$ cat src/rtl/pipe_scheduler_if.sv
// rtl/pipe_scheduler_if.sv - gap-table fetch handshake between scheduler and gap table
interface pipe_scheduler_if;
  logic        GapReq;
  logic        GapPipe;
  logic [5:0]  GapIndex;
  logic        GapAck;
  logic [15:0] GapData;

  modport master (
    output GapReq,
    output GapPipe,
    output GapIndex,
    input  GapAck,
    input  GapData
  );

  modport slave (
    input  GapReq,
    input  GapPipe,
    input  GapIndex,
    output GapAck,
    output GapData
  );
endinterface

$ cat src/rtl/pipe_scheduler.sv
// rtl/pipe_scheduler.sv - game-flow FSM, pipe scrolling, gap fetch and scoring
module pipe_scheduler #(
  parameter int SCREEN_W     = 640,
  parameter int PIPE_SPACING = 320,
  parameter int SPEED        = 2,
  parameter int BIRD_X       = 160,
  parameter int NUM_PATTERNS = 5,
  parameter int SEQ_LEN      = 50
) (
  input  logic                Clks,
  input  logic                Reset,
  input  logic                Button,
  input  logic                FrameTick,
  input  logic                Collision,
  pipe_scheduler_if.master    gap,
  output logic [2:0]          PatternSel,
  output logic [15:0]         PipesPosition1,
  output logic [15:0]         PipesPosition2,
  output logic [15:0]         Gap1,
  output logic [15:0]         Gap2,
  output logic [15:0]         Score,
  output logic [1:0]          State
);

  localparam logic [15:0] POS1_INIT = 16'(SCREEN_W);
  localparam logic [15:0] POS2_INIT = 16'(SCREEN_W + PIPE_SPACING);
  localparam logic [15:0] SPEED_W   = 16'(SPEED);
  localparam logic [15:0] BIRD_W    = 16'(BIRD_X);
  localparam logic [15:0] SCORE_MAX = 16'd9999;
  localparam logic [2:0]  PAT_LAST  = 3'(NUM_PATTERNS);
  localparam logic [5:0]  IDX_LAST  = 6'(SEQ_LEN);

  typedef enum logic [1:0] {
    S_IDLE = 2'd0,
    S_LOAD = 2'd1,
    S_RUN  = 2'd2,
    S_DEAD = 2'd3
  } state_t;

  state_t      state_q, state_d;
  logic [2:0]  pat_cnt_q, pat_cnt_d;
  logic [2:0]  pat_sel_q, pat_sel_d;
  logic        armed_q, armed_d;
  logic [15:0] pos1_q, pos1_d, pos2_q, pos2_d;
  logic [5:0]  idx1_q, idx1_d, idx2_q, idx2_d;
  logic        pend1_q, pend1_d, pend2_q, pend2_d;
  logic        req_q, req_d;
  logic        req_pipe_q, req_pipe_d;
  logic [5:0]  req_idx_q, req_idx_d;
  logic [15:0] gap1_q, gap1_d, gap2_q, gap2_d;
  logic [15:0] score_q, score_d;

  logic        xfer, ack1, ack2, set1, set2, clr_pend;
  logic [1:0]  inc;
  logic [16:0] score_sum;

  // Next-state logic: game FSM, pipe scroll, pending-fetch service and handshake
  always_comb begin
    state_d    = state_q;
    pat_cnt_d  = pat_cnt_q;
    pat_sel_d  = pat_sel_q;
    armed_d    = armed_q;
    pos1_d     = pos1_q;
    pos2_d     = pos2_q;
    idx1_d     = idx1_q;
    idx2_d     = idx2_q;
    req_d      = req_q;
    req_pipe_d = req_pipe_q;
    req_idx_d  = req_idx_q;
    gap1_d     = gap1_q;
    gap2_d     = gap2_q;
    score_d    = score_q;
    set1       = 1'b0;
    set2       = 1'b0;
    clr_pend   = 1'b0;
    inc        = 2'd0;
    score_sum  = 17'd0;

    // An ack only counts while our request is up; a stray ack is ignored.
    xfer = req_q & gap.GapAck;
    ack1 = xfer & ~req_pipe_q;
    ack2 = xfer & req_pipe_q;
    if (xfer) begin
      req_d = 1'b0;
      if (req_pipe_q) gap2_d = gap.GapData;
      else            gap1_d = gap.GapData;
    end

    case (state_q)
      S_IDLE: begin
        pat_cnt_d = (pat_cnt_q == PAT_LAST) ? 3'd1 : pat_cnt_q + 3'd1;
        // A button still held from the previous game must be released first.
        if (Button) begin
          armed_d = 1'b1;
        end else if (armed_q) begin
          armed_d   = 1'b0;
          pat_sel_d = pat_cnt_q;
          score_d   = 16'd0;
          set1      = 1'b1;
          set2      = 1'b1;
          state_d   = S_LOAD;
        end
      end
      S_LOAD: begin
        // Pipe 1 is always fetched first, so pipe 2's ack ends loading.
        if (ack2 && !pend1_q) state_d = S_RUN;
      end
      S_RUN: begin
        // Collision wins over the frame tick, freezing this frame's positions.
        if (Collision) begin
          state_d = S_DEAD;
        end else if (FrameTick) begin
          if (pos1_q <= SPEED_W) begin
            pos1_d = POS1_INIT;
            idx1_d = (idx1_q == IDX_LAST) ? 6'd1 : idx1_q + 6'd1;
            set1   = 1'b1;
          end else begin
            pos1_d = pos1_q - SPEED_W;
            if (pos1_q > BIRD_W && pos1_d <= BIRD_W) inc = inc + 2'd1;
          end
          if (pos2_q <= SPEED_W) begin
            pos2_d = POS1_INIT;
            idx2_d = (idx2_q == IDX_LAST) ? 6'd1 : idx2_q + 6'd1;
            set2   = 1'b1;
          end else begin
            pos2_d = pos2_q - SPEED_W;
            if (pos2_q > BIRD_W && pos2_d <= BIRD_W) inc = inc + 2'd1;
          end
        end
      end
      S_DEAD: begin
        // Wait for any in-flight fetch so a new game never inherits a stale ack.
        if (Button) begin
          armed_d = 1'b1;
        end else if (armed_q && !req_q) begin
          armed_d  = 1'b0;
          state_d  = S_IDLE;
          pos1_d   = POS1_INIT;
          pos2_d   = POS2_INIT;
          idx1_d   = 6'd1;
          idx2_d   = 6'd1;
          clr_pend = 1'b1;
        end
      end
      default: state_d = S_IDLE;
    endcase

    score_sum = {1'b0, score_q} + {15'd0, inc};
    if (inc != 2'd0) begin
      score_d = (score_sum > {1'b0, SCORE_MAX}) ? SCORE_MAX : score_sum[15:0];
    end

    // A wrap on the same cycle as an older ack keeps the flag set.
    pend1_d = clr_pend ? 1'b0 : ((pend1_q & ~ack1) | set1);
    pend2_d = clr_pend ? 1'b0 : ((pend2_q & ~ack2) | set2);

    // Index is captured at issue so it stays fixed while the request waits.
    if (!req_q && (state_q == S_LOAD || state_q == S_RUN)) begin
      if (pend1_q) begin
        req_d      = 1'b1;
        req_pipe_d = 1'b0;
        req_idx_d  = idx1_q;
      end else if (pend2_q) begin
        req_d      = 1'b1;
        req_pipe_d = 1'b1;
        req_idx_d  = idx2_q;
      end
    end
  end

  // State registers with synchronous active-low reset
  always_ff @(posedge Clks) begin
    if (!Reset) begin
      state_q    <= S_IDLE;
      pat_cnt_q  <= 3'd1;
      pat_sel_q  <= 3'd1;
      armed_q    <= 1'b0;
      pos1_q     <= POS1_INIT;
      pos2_q     <= POS2_INIT;
      idx1_q     <= 6'd1;
      idx2_q     <= 6'd1;
      pend1_q    <= 1'b0;
      pend2_q    <= 1'b0;
      req_q      <= 1'b0;
      req_pipe_q <= 1'b0;
      req_idx_q  <= 6'd1;
      gap1_q     <= 16'd0;
      gap2_q     <= 16'd0;
      score_q    <= 16'd0;
    end else begin
      state_q    <= state_d;
      pat_cnt_q  <= pat_cnt_d;
      pat_sel_q  <= pat_sel_d;
      armed_q    <= armed_d;
      pos1_q     <= pos1_d;
      pos2_q     <= pos2_d;
      idx1_q     <= idx1_d;
      idx2_q     <= idx2_d;
      pend1_q    <= pend1_d;
      pend2_q    <= pend2_d;
      req_q      <= req_d;
      req_pipe_q <= req_pipe_d;
      req_idx_q  <= req_idx_d;
      gap1_q     <= gap1_d;
      gap2_q     <= gap2_d;
      score_q    <= score_d;
    end
  end

  assign gap.GapReq     = req_q;
  assign gap.GapPipe    = req_pipe_q;
  assign gap.GapIndex   = req_idx_q;
  assign PatternSel     = pat_sel_q;
  assign PipesPosition1 = pos1_q;
  assign PipesPosition2 = pos2_q;
  assign Gap1           = gap1_q;
  assign Gap2           = gap2_q;
  assign Score          = score_q;
  assign State          = state_q;

endmodule

$ cat src/flat_wrapper.sv
// flat-port wrapper written by rule: the top's interface ports become plain ports
module pipe_scheduler_flat 
#(
  parameter int SCREEN_W     = 640,
  parameter int PIPE_SPACING = 320,
  parameter int SPEED        = 2,
  parameter int BIRD_X       = 160,
  parameter int NUM_PATTERNS = 5,
  parameter int SEQ_LEN      = 50
)
  (Clks, Reset, Button, FrameTick, Collision, PatternSel, PipesPosition1, PipesPosition2, Gap1, Gap2, Score, State, gap_GapReq, gap_GapPipe, gap_GapIndex, gap_GapAck, gap_GapData);
  pipe_scheduler_if gap_i ();
  input  logic Clks;
  input  logic Reset;
  input  logic Button;
  input  logic FrameTick;
  input  logic Collision;
  output logic [2:0] PatternSel;
  output logic [15:0] PipesPosition1;
  output logic [15:0] PipesPosition2;
  output logic [15:0] Gap1;
  output logic [15:0] Gap2;
  output logic [15:0] Score;
  output logic [1:0] State;
  output wire logic [$bits(gap_i.GapReq)-1:0] gap_GapReq;
  output wire logic [$bits(gap_i.GapPipe)-1:0] gap_GapPipe;
  output wire logic [$bits(gap_i.GapIndex)-1:0] gap_GapIndex;
  input wire logic [$bits(gap_i.GapAck)-1:0] gap_GapAck;
  input wire logic [$bits(gap_i.GapData)-1:0] gap_GapData;
  assign gap_GapReq = gap_i.GapReq;
  assign gap_GapPipe = gap_i.GapPipe;
  assign gap_GapIndex = gap_i.GapIndex;
  assign gap_i.GapAck = gap_GapAck;
  assign gap_i.GapData = gap_GapData;
  pipe_scheduler #(.SCREEN_W(SCREEN_W), .PIPE_SPACING(PIPE_SPACING), .SPEED(SPEED), .BIRD_X(BIRD_X), .NUM_PATTERNS(NUM_PATTERNS), .SEQ_LEN(SEQ_LEN)) u_core (.Clks(Clks), .Reset(Reset), .Button(Button), .FrameTick(FrameTick), .Collision(Collision), .gap(gap_i), .PatternSel(PatternSel), .PipesPosition1(PipesPosition1), .PipesPosition2(PipesPosition2), .Gap1(Gap1), .Gap2(Gap2), .Score(Score), .State(State));
endmodule
$ cat config.mk
export PLATFORM = sky130hd
export DESIGN_NAME = pipe_scheduler_flat
export DESIGN_NICKNAME = d
export VERILOG_FILES = /design/src/rtl/pipe_scheduler_if.sv /design/src/rtl/pipe_scheduler.sv /design/src/flat_wrapper.sv
export SDC_FILE = /design/constraint.sdc
export NUM_CORES = 1
export LEC_CHECK = 0
export CORE_MARGIN = 1.5
export CORE_UTILIZATION = 56
export DETAILED_ROUTE_END_ITERATION = 10
export GPL_ROUTABILITY_DRIVEN = 0
export PLACE_DENSITY_LB_ADDON = 0.25
export SLEW_MARGIN = 20
export SYNTH_ARGS = -nofsm -noshare
export SYNTH_HDL_FRONTEND = slang
export SYNTH_SLANG_ARGS = --single-unit
$ cat constraint.sdc
create_clock -name Clks -period 10.6 [get_ports Clks]
set_input_delay 2.12 -clock Clks [delete_from_list [all_inputs] [get_ports Clks]]
set_output_delay 2.12 -clock Clks [all_outputs]
set_load 0.02 [all_outputs]
==> impl_metrics.json <==
{
  "drc": 0,
  "h-tree-depth": 3,
  "switching_power_uw": 306.5,
  "clock_tree.buffer_depth": 2,
  "worstSetupStartpoint": "u_core.PipesPosition1[1]$_SDFFE_PN0P_",
  "yosysUniqueCellTypes": 69,
  "setup_ws_ns": 4.799,
  "synth_top_area_frac": 0.3772,
  "min_period_ns": 5.801,
  "p_clk_frac": 0.273,
  "vias": 5917,
  "synth_edf_count": 0,
  "ctsHoldBuffers": 0,
  "numClockSinks": 109,
  "dr.pass1.iters": 8,
  "io_pins": 115,
  "ctsResizeCount": 0,
  "ir_drop_mv": 0.09936,
  "cts_setup_buffers": 0,
  "routedWlPerCell_microns": 16.15,
  "finalSetupViolCount": 0,
  "yosys.area.top_type": "dfxtp_1",
  "reg2reg_depth": 19,
  "synth_cells": 746,
  "power_density_mw_per_mm2": 128.8,
  "track_usage": 0.2804,
  "grt_start_max_net_pins": 46,
  "slew_viol_final": 0,
  "fin_setup_tns_ns": 0,
  "cp_max_fo": 9,
  "end_kind": "flip-flop",
  "via_per_inst": 6.164,
  "cp.arrival_ns": 6.08,
  "async_flop_share": 0,
  "ys_ff_latch": 109,
  "fin_nets": 862,
  "rrSetupSlack_ns": 4.80,
  "dpl-instance-area_sq_mm": 0.006892,
  "synth_area_leaders": "dfxtp_1, nand2_1, a21oi_1",
  "coreArea_sq_mm": 0.009910,
  "clk_pin_slew_ns": 0.11,
  "clkLatencyLatePin_ns": 0.39,
  "totalPowerFinal_uw": 912.2,
  "rsz0062_at_grt": "no",
  "min_path_type": "reg2reg",
  "worstSetupPathType": "reg2reg",
  "drive_gt1_frac": 0.04837,
  "timing.critical_path.to": "u_core.Score[10]$_SDFFE_PN0P_",
  "root_buffer": "clkbuf_8",
  "port-buffer-count": 112,
  "crit_path_start_kind": "flip-flop",
  "grt-ovfl-total": 0,
  "syn_area_sq_mm": 0.005786,
  "num_rows": 36,
  "grtUsageMet2": 0.4549,
  "clock_skew_ns": 0.01164,
  "tightest_slew_ns": 0.9522,
  "antenna_found_initial": 0,
  "finalCritPeriodShare": 0.5473,
  "grt_pass1_wl_microns": 25690,
  "initial_core_util": 0.5838,
  "swShare": 0.3360,
  "drt-total-wl_microns": 15500,
  "cts-buffers-inserted": 9,
  "p_leak_nw": 2.531,
  "busiest_layer": "met2",
  "drtIter0Drc": 484,
  "use_met1": 0.3750,
  "syn_area_per_cell_sq_um": 7.755,
  "hold_ws_ns": 0.4601,
  "die-area_sq_mm": 0.01095,
  "ys.warnings.count": 0,
  "internal_power_uw": 605.7,
  "pre_cts_ws_ns": 4.902,
  "grt_pass1_vias": 5374,
  "status": "completed",
  "slew_headroom": 0.3652,
  "regToRegEndpoint": "u_core.Score[10]$_SDFFE_PN0P_",
  "ys.flop_type": "dfxtp_1",
  "maxCapViolCount": 0,
  "regToRegStartpoint": "u_core.PipesPosition1[1]$_SDFFE_PN0P_",
  "pwr-share-seq": 0.502,
  "ys_seq_area_frac": 0.3772,
  "max_freq_mhz": 172.4,
  "hold_viol": 0,
  "num_antenna_cells": 0,
  "critPathRequiredTime_ns": 10.88,
  "finalInstanceArea_sq_mm": 0.007084,
  "post-dp-hpwl_microns": 10810,
  "ant_nets": 0,
  "die-width_microns": 104.6,
  "area_growth_pct": 22.45,
  "p_comb_frac": 0.225,
  "grt.met3_usage": 0.03681,
  "die_h_microns": 104.6,
  "cts_tree": "built"
}
-- worst min path at each step --
stage,from,end,slack (ns),cells past startpoint
after floorplan,u_core.armed_q$_SDFFE_PN0P_,u_core.armed_q$_SDFFE_PN0P_,0.45,2
after global placement,u_core.Gap1[0]$_SDFFE_PN0P_,u_core.Gap1[0]$_SDFFE_PN0P_,0.44,2
after detailed placement,u_core.Gap1[0]$_SDFFE_PN0P_,u_core.Gap1[0]$_SDFFE_PN0P_,0.45,2
after CTS,u_core.PatternSel[2]$_SDFFE_PN0P_,u_core.PatternSel[2]$_SDFFE_PN0P_,0.46,2
after global routing,u_core.Gap1[0]$_SDFFE_PN0P_,u_core.Gap1[0]$_SDFFE_PN0P_,0.48,2
final,u_core.PatternSel[2]$_SDFFE_PN0P_,u_core.PatternSel[2]$_SDFFE_PN0P_,0.46,2
-- critical path, stage by stage, from the launching register on --
cell and delay [ns]:
dfxtp_1 0.39, inv_1 0.15, ha_1 0.32, or3b_1 0.46, nor4_1 0.36, xor2_1 0.13, or4_4 0.44, nor4_1 0.41
ha_1 0.32, mux2i_1 0.13, nor2_1 0.07, ha_1 0.21, fa_1 0.42, nand3_1 0.27, nor4_1 0.11, or2_2 0.29
a21oi_1 0.24, nand3_1 0.30, o211a_1 0.31, a221o_1 0.36
-- metal layers --
layer	up-vias	routed length [microns]	share of wire
li1	2804	-	-
met5	-	0	0
met3	43	1088	0.070
met1	2788	6560	0.42
met4	0	433	0.028
met2	282	7416	0.48
-- area by class of cell --
cell class | instances | area, sq um
flip-flops and latches | 109 | 2182
fillers | 793 | 2825
clock inverters | 7 | 66.31
clock buffers | 9 | 123.9
multi-input cells | 566 | 3308
inverters | 17 | 63.81
repair buffers | 119 | 1174
well taps | 133 | 166.4
-- sequential cells by signal, indices dropped and copies added (netlist names) --
| name | cells |
|---|---|
| u_core.Gap1 | 16 |
| u_core.Gap2 | 16 |
| u_core.PatternSel | 3 |
| u_core.PipesPosition1 | 15 |
| u_core.PipesPosition2 | 15 |
| u_core.Score | 16 |
| u_core.State | 2 |
| u_core.armed_q | 1 |
| u_core.gap.GapIndex | 6 |
| u_core.gap.GapPipe | 1 |
| u_core.gap.GapReq | 1 |
| u_core.idx1_q | 6 |
| u_core.idx2_q | 6 |
| u_core.pat_cnt_q | 3 |
| u_core.pend1_q | 1 |
| u_core.pend2_q | 1 |
-- power groups by stage --
stage | combinational, mW | sequential, mW | clock, mW
after detailed placement | 0.199 | 0.467 | 0
after global routing | 0.223 | 0.462 | 0.272
final | 0.205 | 0.458 | 0.249
after CTS | 0.202 | 0.457 | 0.253
after floorplan | 0.127 | 0.472 | 0
after global placement | 0.193 | 0.465 | 0
-- cells by family (layout without fill, tap and decap cells) --
| group | count (synthesis) | after routing | share of synthesized area |
|---|---|---|---|
| muxes | 7 | 7 | 0.01211 |
| DFF | 109 | 109 | 0.3772 |
| AOI/OAI and AO/OA | 187 | 187 | 0.2199 |
| and+or+nand+nor | 334 | 334 | 0.2705 |
| other | 1 | 2 | 0.0006482 |
| xor gates and xnor gates | 18 | 18 | 0.02725 |
| buffers and inverters | 72 | 152 | 0.05212 |
| adders and majority gates | 18 | 18 | 0.04022 |
-- per-stage QoR --
stage          std cells  utilization
2_1_floorplan        747            -
3_3_place_gp         944       0.6955
3_5_place_dp         944       0.6955
4_1_cts              960       0.7146
5_1_grt              960       0.7149
6_report             960       0.7149
-- cell usage after synthesis, types with 4 or more instances --
| library cell | count |
|---|---|
| a211oi_1 | 9 |
| a21o_1 | 10 |
| a21oi_1 | 67 |
| a22oi_1 | 8 |
| a311oi_1 | 5 |
| a31oi_1 | 4 |
| and2_1 | 11 |
| and3_1 | 7 |
| buf_2 | 7 |
| buf_4 | 4 |
| clkbuf_1 | 42 |
| dfxtp_1 | 109 |
| ha_1 | 17 |
| inv_1 | 17 |
| mux2i_1 | 7 |
| nand2_1 | 113 |
| nand2b_1 | 5 |
| nand3_1 | 29 |
| nand4_1 | 14 |
| nor2_1 | 83 |
| nor2b_1 | 5 |
| nor3_1 | 26 |
| nor4_1 | 12 |
| o2111a_1 | 5 |
| o2111ai_1 | 8 |
| o211ai_1 | 10 |
| o21ai_0 | 24 |
| o22ai_1 | 4 |
| or3_1 | 8 |
| or4_1 | 6 |
| xnor2_1 | 7 |
| xor2_1 | 11 |
-- cells in the final DEF (no fill, tap or decap), types with 3 or more instances in the layout --
cell / n
nand2_1: 113
clkdlybuf4s50_1: 112
dfxtp_1: 109
nor2_1: 82
a21oi_1: 67
nand3_1: 29
nor3_1: 26
o21ai_0: 24
ha_1: 17
inv_1: 16
nand4_1: 14
nor4_1: 12
xor2_1: 11
and2_1: 11
o211ai_1: 10
a21o_1: 10
a211oi_1: 9
clkbuf_8: 9
or3_1: 8
o2111ai_1: 8
a22oi_1: 8
xnor2_1: 7
mux2i_1: 7
and3_1: 7
buf_4: 7
or4_1: 6
nor2b_1: 5
o2111a_1: 5
nand2b_1: 5
a311oi_1: 5
a31oi_1: 4
o22ai_1: 4
or2_2: 3
nor3b_1: 3
nand3b_1: 3
inv_6: 3
(Power assumes the default switching activity.)
